===== config.mk =====
export PLATFORM = sky130hd
export DESIGN_NAME = seq_mul_wb
export DESIGN_NICKNAME = d
export VERILOG_FILES = /design/src/rtl/seq_mul_wb.sv
export SDC_FILE = /design/constraint.sdc
export NUM_CORES = 1
export LEC_CHECK = 0
export ABC_AREA = 1
export ABC_CLOCK_PERIOD_IN_PS = 1930
export CORE_ASPECT_RATIO = 1.75
export CORE_MARGIN = 2
export CORE_UTILIZATION = 54
export DETAILED_ROUTE_END_ITERATION = 8
export GPL_TIMING_DRIVEN = 0
export HOLD_SLACK_MARGIN = 0.03
export PLACE_DENSITY = 0.9
export SYNTH_ARGS = -nofsm -noshare
export SYNTH_HDL_FRONTEND = slang
export SYNTH_SLANG_ARGS = --single-unit

===== constraint.sdc =====
create_clock -name clock -period 1.93 [get_ports clock]
set_input_delay 0.2895 -clock clock [delete_from_list [all_inputs] [get_ports clock]]
set_output_delay 0.2895 -clock clock [all_outputs]
set_load 0.01 [all_outputs]

===== src/rtl/seq_mul_wb.sv =====
// seq_mul_wb: multi-cycle WIDTH x WIDTH shift-add multiplier that writes
// the low half of the product back to the register file.
// Optional build macro: MUL_SIGNED_EN adds the signed_op input, which
// selects a signed (two's-complement) multiply.
module seq_mul_wb #(
  parameter int WIDTH = 16,
  parameter int CNT_W = 5
) (
  input  logic             clock,
  input  logic             reset,
  input  logic             start,
  input  logic [WIDTH-1:0] a,
  input  logic [WIDTH-1:0] b,
  input  logic [1:0]       dest,
`ifdef MUL_SIGNED_EN
  input  logic             signed_op,
`endif
  output logic             busy,
  output logic             done,
  output logic [WIDTH-1:0] lo,
  output logic [WIDTH-1:0] hi,
  output logic [1:0]       wr_out,
  output logic             regwrite_out
);

  localparam logic [1:0] ST_IDLE = 2'd0;
  localparam logic [1:0] ST_RUN  = 2'd1;
  localparam logic [1:0] ST_DONE = 2'd2;

  logic [1:0]         r_state;
  logic [WIDTH-1:0]   r_mcand;
  logic [WIDTH-1:0]   r_mplier;
  logic [2*WIDTH-1:0] r_acc;
  logic [CNT_W-1:0]   r_count;
  logic [1:0]         r_dest;
  logic               r_busy;
  logic               r_done;
  logic [WIDTH-1:0]   r_lo;
  logic [WIDTH-1:0]   r_hi;
  logic [1:0]         r_wr;
  logic               r_regwrite;

  logic [WIDTH:0]     w_sum;
  logic [2*WIDTH-1:0] w_acc_next;
  logic [2*WIDTH-1:0] w_prod;
  logic [WIDTH-1:0]   w_a_op;
  logic [WIDTH-1:0]   w_b_op;
  logic               w_last;
  logic               w_accept;

`ifdef MUL_SIGNED_EN
  logic r_neg;
`endif

  // One shift-add step: add the multiplicand into the upper half (keeping
  // the carry), then shift {carry, acc} right by one.
  always_comb begin
    if (r_mplier[0]) begin
      w_sum = {1'b0, r_acc[2*WIDTH-1:WIDTH]} + {1'b0, r_mcand};
    end else begin
      w_sum = {1'b0, r_acc[2*WIDTH-1:WIDTH]};
    end
    w_acc_next = {w_sum, r_acc[WIDTH-1:1]};
    w_last     = (r_count == CNT_W'(WIDTH - 1));
    w_accept   = start && ((r_state == ST_IDLE) || (r_state == ST_DONE));
  end

  // Operand conditioning at capture and final sign fix-up of the product.
  always_comb begin
`ifdef MUL_SIGNED_EN
    if (signed_op && a[WIDTH-1]) begin
      w_a_op = ~a + {{(WIDTH-1){1'b0}}, 1'b1};
    end else begin
      w_a_op = a;
    end
    if (signed_op && b[WIDTH-1]) begin
      w_b_op = ~b + {{(WIDTH-1){1'b0}}, 1'b1};
    end else begin
      w_b_op = b;
    end
    if (r_neg) begin
      w_prod = ~w_acc_next + {{(2*WIDTH-1){1'b0}}, 1'b1};
    end else begin
      w_prod = w_acc_next;
    end
`else
    w_a_op = a;
    w_b_op = b;
    w_prod = w_acc_next;
`endif
  end

`ifdef MUL_SIGNED_EN
  // Result sign is captured alongside the operands.
  always_ff @(posedge clock) begin
    if (reset) begin
      r_neg <= 1'b0;
    end else if (w_accept) begin
      r_neg <= signed_op & (a[WIDTH-1] ^ b[WIDTH-1]);
    end
  end
`endif

  // Control FSM, datapath iteration and registered write-back outputs.
  always_ff @(posedge clock) begin
    if (reset) begin
      r_state    <= ST_IDLE;
      r_mcand    <= {WIDTH{1'b0}};
      r_mplier   <= {WIDTH{1'b0}};
      r_acc      <= {(2*WIDTH){1'b0}};
      r_count    <= {CNT_W{1'b0}};
      r_dest     <= 2'd0;
      r_busy     <= 1'b0;
      r_done     <= 1'b0;
      r_lo       <= {WIDTH{1'b0}};
      r_hi       <= {WIDTH{1'b0}};
      r_wr       <= 2'd0;
      r_regwrite <= 1'b0;
    end else begin
      r_done     <= 1'b0;
      r_regwrite <= 1'b0;
      case (r_state)
        ST_IDLE, ST_DONE: begin
          if (w_accept) begin
            r_mcand  <= w_a_op;
            r_mplier <= w_b_op;
            r_dest   <= dest;
            r_acc    <= {(2*WIDTH){1'b0}};
            r_count  <= {CNT_W{1'b0}};
            r_busy   <= 1'b1;
            r_state  <= ST_RUN;
          end else begin
            r_busy   <= 1'b0;
            r_state  <= ST_IDLE;
          end
        end
        ST_RUN: begin
          r_acc    <= w_acc_next;
          r_mplier <= r_mplier >> 1;
          r_count  <= r_count + {{(CNT_W-1){1'b0}}, 1'b1};
          if (w_last) begin
            r_state    <= ST_DONE;
            r_busy     <= 1'b0;
            r_done     <= 1'b1;
            r_lo       <= w_prod[WIDTH-1:0];
            r_hi       <= w_prod[2*WIDTH-1:WIDTH];
            r_wr       <= r_dest;
            r_regwrite <= (r_dest != 2'd0);
          end else begin
            r_state <= ST_RUN;
          end
        end
        default: begin
          r_state <= ST_IDLE;
          r_busy  <= 1'b0;
        end
      endcase
    end
  end

  assign busy         = r_busy;
  assign done         = r_done;
  assign lo           = r_lo;
  assign hi           = r_hi;
  assign wr_out       = r_wr;
  assign regwrite_out = r_regwrite;

endmodule


# ---- After elaboration in Yosys (flattened, before gate mapping)
# Index checks and enable logic that the tools add are counted.
dict set report totals {
  ff_bits 110
  out_inout_bits 37
  elab_cells 46
}
dict set report op_classes {
  add_sub_neg 2
  n_eq_ne 5
  muxes 14
  bitwise 2
  reduce_logical 11
}
# operator n
set op_table {}
lappend op_table {{32-bit one-hot mux with 2 select lines} 1}
lappend op_table {{32-bit 2-to-1 mux} 1}
lappend op_table {{16-bit one-hot mux with 2 select lines} 1}
lappend op_table {{16-bit by 16-bit adder with 17-bit output} 1}
lappend op_table {{17-bit 2-to-1 mux} 1}
lappend op_table {{16-bit 2-to-1 mux} 1}
lappend op_table {{5-bit one-hot mux with 2 select lines} 1}
lappend op_table {{2-bit AND reduction} 3}
lappend op_table {{5-bit by 1-bit adder with 5-bit output (second input constant)} 1}
lappend op_table {{5-bit by 4-bit == test with 1-bit output (second input constant)} 1}
lappend op_table {{5-bit 2-to-1 mux} 1}
lappend op_table {{1-bit 2-to-1 mux} 4}
lappend op_table {{2-bit inequality test (second input constant)} 2}
lappend op_table {{2-bit one-hot mux with 2 select lines} 1}
lappend op_table {{2-bit nonzero test} 2}
lappend op_table {{2-bit OR reduction} 2}
lappend op_table {{3-bit OR reduction} 1}
lappend op_table {{2-bit by 1-bit == test with 1-bit output (second input constant)} 1}
lappend op_table {{2-bit == test (second input constant)} 1}
lappend op_table {{2-bit zero test} 1}
lappend op_table {{2-bit 2-to-1 mux} 1}
lappend op_table {{1-bit inverter} 2}
lappend op_table {{1-bit one-hot mux with 2 select lines} 1}
lappend op_table {{1-bit logical AND} 1}
lappend op_table {{1-bit logical OR} 1}

# ---- Logic depth before layout (Yosys ltp)
# Gate-level depths: netlist (run 1).
dict set report depth {
  word_depth 5
  mapped_depth 14
  mapped_depth_nobuf 14
}

# ---- Worst setup path after synthesis (run 1)
# Ideal clock, no wire load.
dict set report synth_timing {
  path_kind {register to register}
  start {register r_mcand[0]}
  end {register r_hi[11], in the netlist hi[11]}
  setup_time_ps 109
  arrival_ps 1616
  t_required_ps 1821
  slack_ps 205
  stages_incl_launch_ff 15
  path_buffers 0
  period_less_slack_ps 1725
  path_cell_list {dfxtp_1 > ha_1 > fa_1 > nand3_1 > nand3_1 > nand2_1 > nand2_1 > nand2_1 > nand2_1 > nand2_1 > nand3_1 > nand2_1 > nand2_1 > nand2_1 > inv_1}
}
dict set report synth_between {
  elab_chain_cells 2
}
# item line
set synth_lines {}
lappend synth_lines {{from (decl)} 31} ;# logic [WIDTH-1:0] r_mcand;
lappend synth_lines {{from (signal assigned)} 108} ;# r_mcand <= {WIDTH{1'b0}};
lappend synth_lines {{from (signal assigned)} 125} ;# r_mcand <= w_a_op;
lappend synth_lines {{16-bit by 16-bit adder with 17-bit output} 59} ;# w_sum = {1'b0, r_acc[2*WIDTH-1:WIDTH]} + {1'b0, r_mcand};
lappend synth_lines {{17-bit 2-to-1 mux} 58} ;# if (r_mplier[0]) begin
lappend synth_lines {{to (signal assigned)} 116} ;# r_hi <= {WIDTH{1'b0}};
lappend synth_lines {{to (signal assigned)} 146} ;# r_hi <= w_prod[2*WIDTH-1:WIDTH];
lappend synth_lines {{to (decl)} 39} ;# logic [WIDTH-1:0] r_hi;
# Every way passes these cells.
# A chain may end at the register's enable or synchronous reset.

# ---- Worst setup path in the final report (run 1)
dict set report layout_timing {
  start {register r_acc[16]}
  end {register r_hi[11], in the netlist hi[11]}
}
dict set report layout_between {
  elab_chain_cells 2
}
# item line
set layout_lines {}
lappend layout_lines {{from (decl)} 33} ;# logic [2*WIDTH-1:0] r_acc;
lappend layout_lines {{from (signal assigned)} 110} ;# r_acc <= {(2*WIDTH){1'b0}};
lappend layout_lines {{from (signal assigned)} 128} ;# r_acc <= {(2*WIDTH){1'b0}};
lappend layout_lines {{from (signal assigned)} 138} ;# r_acc <= w_acc_next;
lappend layout_lines {{16-bit by 16-bit adder with 17-bit output} 59}
lappend layout_lines {{17-bit 2-to-1 mux} 58}
# Every way passes these cells.

==> impl_metrics.sql, run 1 <==
INSERT INTO impl_metrics (metric_group, metric, value, unit) VALUES
('outcome', 'run_status', 'finished clean', ''),
('placement', 'placement.io_buffers', '72', ''),
('sta', 'hold_slack', '0.289', 'ns'),
('pwr', 'cellPowerDensity', '782', 'nW/um2'),
('critical_path', 'critical-path-top-cell-by-count', 'nand2_1', ''),
('critical_path', 'cp_cell_instances', 'ha_4, fa_2, nand3_2, nand3_2, nand2_2, nand2_2, nand2_2, nand2_1, nand2_1, nand3_2, nand2_1, nand2_1, nand2_1, inv_1', ''),
('sta', 'number_of_endpoints_failing_setup_at_the_final_stage', '0', ''),
('critical_path', 'worst-path-max-fanout', '3', ''),
('logic_synthesis', 'synth_area_per_cell', '7.07', 'um2'),
('grt', 'first_global_vias', '5098', ''),
('logic_synthesis', 'ys_async_sr_fraction', '0', ''),
('cells_and_area', 'final_cell_area', '6350', 'um2'),
('hold_path', 'hold_path_startpoint', 'reset', ''),
('logic_synthesis', 'postSynth.topFlopCell', 'dfxtp_1', ''),
('critical_path', 'timing.reg2reg.setup_slack', '0.03', 'ns'),
('clocking', 'cts-hold-fix-buffers', '0', ''),
('clocking', 'cts_max_level', '3', ''),
('critical_path', 'worstPathRequired', '2.19', 'ns'),
('pwr', 'power.ir.vdd_worst', '0.000651', 'V'),
('logic_synthesis', 'synth-edff-count', '0', ''),
('clocking', 'clock_insertion_delay_worst_skew', '0.36', 'ns'),
('clocking', 'max-clock-path-buffers', '2', ''),
('grt', 'grt_antenna_before_repair', '0', ''),
('critical_path', 'startpoint', 'r_acc[16]', ''),
('logic_synthesis', 'synthAdderAreaFrac', '0.0485', ''),
('grt', 'first_pass_grt_wire_length', '23100', 'um'),
('floorplan', 'fp.dieArea', '10200', 'um2'),
('floorplan', 'floorplan.core_area', '9090', 'um2'),
('logic_synthesis', 'post_synthesis_compound_gate_area_fraction', '0.132', ''),
('logic_synthesis', 'post_synth_inst_count', '716', ''),
('sta', 'maxSlewViolCount', '0', ''),
('detailed_routing', 'drc', '0', ''),
('critical_path', 'timing.critical_path.from_type', 'flip-flop', ''),
('detailed_routing', 'first_pass_iters', '5', ''),
('critical_path', 'r2r_path_end', 'hi[11]', ''),
('cells_and_area', 'postLayoutCoreUtil', '0.699', ''),
('grt', 'grt_max_degree', '19', ''),
('cells_and_area', 'layout-drive-gt1-share', '0.108', ''),
('floorplan', 'die_y', '132', 'um'),
('clocking', 'clock_tree.root_cell', 'clkbuf_16', ''),
('cells_and_area', 'insertedDiodeCount', '0', ''),
('cells_and_area', 'final_nets', '858', ''),
('detailed_routing', 'routed_wl', '14600', 'um'),
('clocking', 'cts.reportedPaths.clkPinSlew', '0.07', 'ns'),
('detailed_routing', 'antenna_violating_nets_post_route', '0', ''),
('sta', 'min_period_over_period', '0.983', ''),
('sta', 'final_hold_viol_count', '0', ''),
('floorplan', 'die_width', '77.2', 'um'),
('critical_path', 'rr_startpoint', 'r_acc[16]', ''),
('sta', 'worst-slew-pin-transition', '0.718', 'ns'),
('logic_synthesis', 'ys_seq_elements', '109', ''),
('detailed_routing', 'detailroute.via_count', '5196', ''),
('sta', 'clock-skew-final', '0.00755', 'ns'),
('hold_path', 'holdPathStages', '2', ''),
('detailed_routing', 'via_density', '5.61', ''),
('placement', 'dpl.hpwl', '10400', 'um'),
('logic_synthesis', 'post_synth_mux_area_share', '0', ''),
('critical_path', 'register_to_register_path_depth', '14', ''),
('critical_path', 'critical_path.slowest_cell', 'fa_2', ''),
('critical_path', 'critical_path_arrival', '2.15', 'ns'),
('placement', 'dpl_cell_area', '5930', 'um2'),
('sta', 'timing.max_slew.rel_slack', '0.522', ''),
('clocking', 'tritoncts_clock_tree', 'built', ''),
('detailed_routing', 'drt-wirelength-per-cell', '15.7', 'um'),
('grt', 'globalRouteTotalUtil', '0.283', ''),
('floorplan', 'rows', '46', ''),
('logic_synthesis', 'synth_seq_area_share', '0.431', ''),
('critical_path', 'cpPeakStageDelay', '0.40', 'ns'),
('detailed_routing', 'detailedRoute.firstIterationViolations', '358', ''),
('clocking', 'cts_sinks', '109', ''),
('cells_and_area', 'syn2layout_area_growth', '25.6', '%');
[state kept, by name, summed over array words and instances (netlist names)]
name          cells
r_state           2
r_count           5
r_dest            2
done              1
wr_out            2
regwrite_out      1
hi               16
lo               16
r_acc            31
r_mcand          16
busy              1
r_mplier         16
[repair_timing]
action / in CTS / in global routing
pin swaps: 0 / 5
endpoints found under the setup margin: 5 / 36
setup buffers: 0 / 3
gates cloned: 0 / 0
gates resized for setup: 2 / 22
[critical path: cells and delay by family (launching register included)]
kind / cells / cell delay [ns]
simple gates: 11 / 0.84
fa+ha+maj: 2 / 0.57
flops: 1 / 0.35
buf+inv: 1 / 0.03
[cells by family after synthesis]
group,count (synthesis)
buf+inv,98
flops,109
simple gates,366
fa+ha+maj,19
compound gates,118
xor+xnor,6
[cell usage in the layout (no fill, tap or decap), types with 9 or more instances in the layout]
cell type,instances
nand2_1,227
clkdlybuf4s50_1,72
buf_2,17
nor2_1,62
nand2_2,13
nand3_1,43
dfxtp_1,106
ha_1,16
clkbuf_1,12
a21oi_1,44
o21ai_0,37
a31oi_1,15
inv_1,56
clkbuf_16,9
[cell usage after synthesis (5+ instances only)]
cell type	instances
clkbuf_1	12
a21oi_1	44
o21bai_1	5
nand2_2	7
inv_2	5
nand3_1	47
a31oi_1	15
buf_2	21
xnor2_1	5
ha_1	18
inv_1	56
nor2_1	62
nand2_1	233
dfxtp_1	109
o21ai_0	37
or2_2	8
o21a_1	6
[per-layer routing]
layer | vias up | part of all wire | GRT usage
li1 | 2462 | - | -
met1 | 2379 | 0.35 | 0.276
met2 | 274 | 0.54 | 0.521
met3 | 81 | 0.053 | 0.0432
met4 | 0 | 0.062 | 0.212
met5 | - | 0 | 0
[report_power, final]
part / total [W] / switching, W / internal [W]
Sequential: 0.00237 / 0.0000486 / 0.00232
Combinational: 0.000560 / 0.000348 / 0.000212
Clock: 0.00204 / 0.000859 / 0.00119
[stage by stage]
step | total power (W) | std cells | setup TNS [ns] | setup slack (ns)
after floorplan | 0.00274 | 716 | 0 | 0.205
final | 0.00497 | 927 | 0 | 0.0323
after detailed placement | 0.00294 | 908 | -0.220 | -0.0661
after global routing | 0.00511 | 927 | -0.135 | -0.0484
after CTS | 0.00495 | 924 | 0 | 0.000508
after global placement | 0.00292 | 908 | -0.0512 | -0.0258
[worst min path at each step]
stage / end
4_1_cts: r_count[2]
3_5_place_dp: lo[1]
2_1_floorplan: r_count[3]
5_1_grt: r_count[2]
6_report: r_count[2]
3_3_place_gp: r_acc[1]
[cell type report]
cell class / instances / area, um2
Sequential cell: 109 / 2190
Inverter: 62 / 233
Timing Repair Buffer: 75 / 743
Buffer: 36 / 179
Multi-Input combinational cell: 509 / 2530
Fill cell: 710 / 2740
Tap cell: 120 / 150
Clock buffer: 10 / 239
Clock inverter: 6 / 91.3
No activity file was read; power rests on OpenSTA's default activity.
==> run 2, diff against run 1 <==
- SLEW_MARGIN: unset -> 20
==> results of run 2 <==
Same layout as run 1: the final DEF is identical, and so are final timing and power.
==> run 3, diff against run 2 <==
- CORE_UTILIZATION: 54 -> 29
- DONT_BUFFER_PORTS: unset -> 1
- PLACE_DENSITY: 0.9 -> 0.54
==> run 3 against run 2 <==
Compared with the run above: setup slack better by 0.064 ns; flip-flop and latch count did not move; hold slack lost 0.19 ns; final cell count up 3.7%; cell area is 9.6% lower; sequential share of layout area up 3.7 points; utilization decreased by 36 points; register-to-register slack gained 0.06 ns; routed wire length up 1.2%; critical endpoint unchanged; largest power group unchanged.
==> impl_metrics.sql, run 3 (synthesized netlist as in run 1, its figures left out) <==
INSERT INTO impl_metrics (metric_group, metric, value, unit) VALUES
('floorplan', 'initial_utilization', '0.297', ''),
('critical_path', 'worst-path-max-fanout', '3', ''),
('placement', 'dpl_cell_area', '5340', 'um2'),
('cells_and_area', 'layout-drive-gt1-share', '0.123', ''),
('placement', 'placed_cells', '943', ''),
('detailed_routing', 'routed_wl', '14800', 'um'),
('detailed_routing', 'via_density', '4.65', ''),
('cells_and_area', 'largest_register', 'r_acc', ''),
('floorplan', 'rows', '63', ''),
('clocking', 'clock_insertion_delay_worst_skew', '0.36', 'ns'),
('detailed_routing', 'dr.max_layer_used', 'met5', ''),
('pwr', 'cellLeakagePower', '2.49', 'nW'),
('sta', 'maxSlewViolCount', '0', ''),
('detailed_routing', 'detail_route.wirelength.met1', '5470', 'um'),
('pwr', 'power.total', '0.00470', 'W'),
('sta', 'rsz0062_at_grt', 'no', ''),
('clocking', 'cts.reportedPaths.clkPinSlew', '0.08', 'ns'),
('cells_and_area', 'final_cell_count_no_fill', '961', ''),
('cells_and_area', 'most-common-layout-cells', 'nand2_1, dfxtp_1, nor2_1', ''),
('floorplan', 'die_width', '104', 'um'),
('critical_path', 'critical_path_arrival', '2.10', 'ns'),
('clocking', 'cts_sinks', '109', ''),
('pwr', 'power.ir.vdd_worst', '0.000383', 'V'),
('detailed_routing', 'detailroute.via_count', '4467', ''),
('placement', 'placer_s_final_routability_congestion_estimate', '0.903', ''),
('grt', 'grt_max_degree', '21', ''),
('clocking', 'inserted_clock_buffers', '9', ''),
('sta', 'final_critical_path_setup_slack', '0.0959', 'ns'),
('cells_and_area', 'final_nets', '785', ''),
('detailed_routing', 'route.met2.wl', '8280', 'um'),
('sta', 'min_period_over_period', '0.950', ''),
('grt', 'grt_antenna_before_repair', '1', ''),
('detailed_routing', 'detailedRoute.firstIterationViolations', '153', ''),
('critical_path', 'crit_type', 'flip-flop to flip-flop', ''),
('detailed_routing', 'routed-wl-met3', '534', 'um'),
('placement', 'dpl.hpwl', '11400', 'um'),
('clocking', 'clock_tree.root_cell', 'clkbuf_16', ''),
('sta', 'setup_tns', '0', 'ns'),
('grt', 'globalRouteTotalUtil', '0.161', ''),
('floorplan', 'io_pins', '74', ''),
('pwr', 'cellPowerDensity', '819', 'nW/um2'),
('clocking', 'tritoncts_clock_tree', 'built', ''),
('placement', 'pre_cts_setup_slack', '-0.121', 'ns'),
('sta', 'timing.max_slew.rel_slack', '0.540', ''),
('cells_and_area', 'ff_latch_area', '2190', 'um2'),
('grt', 'first_global_vias', '4558', ''),
('clocking', 'cts_max_level', '3', ''),
('critical_path', 'worstPathRequired', '2.20', 'ns'),
('floorplan', 'fp.dieArea', '18600', 'um2'),
('hold_path', 'worstHoldPathType', 'primary input to flip-flop', ''),
('floorplan', 'die_y', '179', 'um'),
('grt', 'overflow', '0', ''),
('cells_and_area', 'syn2layout_area_growth', '13.5', '%'),
('cells_and_area', 'mostFrequentLayoutCell', 'nand2_1', ''),
('cells_and_area', 'multi_input_gate_area_in_the_final_layout', '2550', 'um2'),
('cells_and_area', 'max_reg_flops', '31', ''),
('critical_path', 'timing.critical_path.from_type', 'flip-flop', ''),
('run', 'cap_violations', '0', ''),
('critical_path', 'critical_path.endpoint_type', 'flip-flop', ''),
('cells_and_area', 'final_cell_area', '5740', 'um2'),
('sta', 'period_minus_slack', '1.83', 'ns'),
('cells_and_area', 'filler_cell_count', '1902', ''),
('sta', 'final_hold_viol_count', '0', ''),
('detailed_routing', 'antenna_violating_nets_post_route', '0', ''),
('grt', 'first_pass_grt_wire_length', '23100', 'um'),
('sta', 'number_of_endpoints_failing_setup_at_the_final_stage', '0', ''),
('sta', 'worst-slew-pin-transition', '0.690', 'ns'),
('clocking', 'max-clock-path-buffers', '2', ''),
('detailed_routing', 'drc', '0', ''),
('detailed_routing', 'first_pass_iters', '4', ''),
('detailed_routing', 'drt-wirelength-per-cell', '15.4', 'um'),
('outcome', 'run_status', 'finished clean', ''),
('sta', 'maxClockFrequency', '545', 'MHz'),
('cells_and_area', 'insertedDiodeCount', '0', ''),
('placement', 'placement.io_buffers', '0', ''),
('sta', 'clock-skew-final', '0.00942', 'ns'),
('floorplan', 'floorplan.core_area', '17000', 'um2');
run 3: changes by cell type in the layout (fill, tap and decap cells not counted), moves of 2 or more:
cell / previous run / this run
inv_6: 3 / 1
clkinv_4: 0 / 4
inv_8: 0 / 2
clkdlybuf4s50_1: 72 / 0
bufinv_16: 2 / 0
run 3: routing by layer:
| layer | global-route usage | up-vias |
|---|---|---|
| met3 | 0.0393 | 28 |
| met1 | 0.151 | 2048 |
| li1 | - | 2311 |
| met2 | 0.325 | 78 |
| met5 | 0 | - |
| met4 | 0.0715 | 2 |
run 3: worst max-delay path, stage by stage, from the launching register on:
cell,delay (ns)
dfxtp_2,0.35
ha_4,0.16
fa_2,0.39
nand3_2,0.10
nand3_4,0.08
nand2_2,0.07
nand2_2,0.07
nand2_2,0.10
nand2_2,0.07
nand2_2,0.06
nand3_2,0.07
nand2_1,0.08
nand2_1,0.05
nand2_1,0.06
inv_1,0.03
run 3: through the flow:
step | utilization | hold WS (ns)
after global placement | 0.314 | 0.451
final | 0.337 | 0.101
after detailed placement | 0.314 | 0.452
after global routing | 0.337 | 0.0843
after floorplan | - | 0.437
after CTS | 0.332 | 0.0893
run 3: final cells by class:
cell class / count / area share
clock buffers: 9 / 0.0392
repair buffers: 3 / 0.00392
plain buffers: 35 / 0.0303
multi-input cells: 509 / 0.444
inverters: 62 / 0.0405
clock inverters: 7 / 0.0115
flip-flops and latches: 109 / 0.381
well taps: 227 / 0.0495
run 3: final timing paths:
| kind | start | end | slack (ns) | cells after the start |
|---|---|---|---|---|
| worst max-delay path | r_mcand[0] | hi[11] | 0.1 | 14 |
| worst max register to register | r_mcand[0] | hi[11] | 0.1 | 14 |
| worst min-delay path | b[4] | r_mplier[4] | 0.10 | 2 |
| worst min register to register | r_count[0] | r_count[0] | 0.46 | 1 |
run 3: timing repair:
| action | 4_1_cts | 5_1_grt |
|---|---|---|
| hold buffers | 0 | 0 |
| setup endpoints to repair | 28 | 34 |
| pin swaps | 1 | 4 |
| hold endpoints to repair | 0 | 0 |
| buffers inserted | 2 | 1 |
| resized for setup | 3 | 26 |
run 3: where the power goes:
part / switching (W) / total [W] / internal, W
Clock: 0.000956 / 0.00187 / 0.000911
Combinational: 0.000325 / 0.000473 / 0.000148
Sequential: 0.0000490 / 0.00236 / 0.00232
Total: 0.00133 / 0.00470 / 0.00337
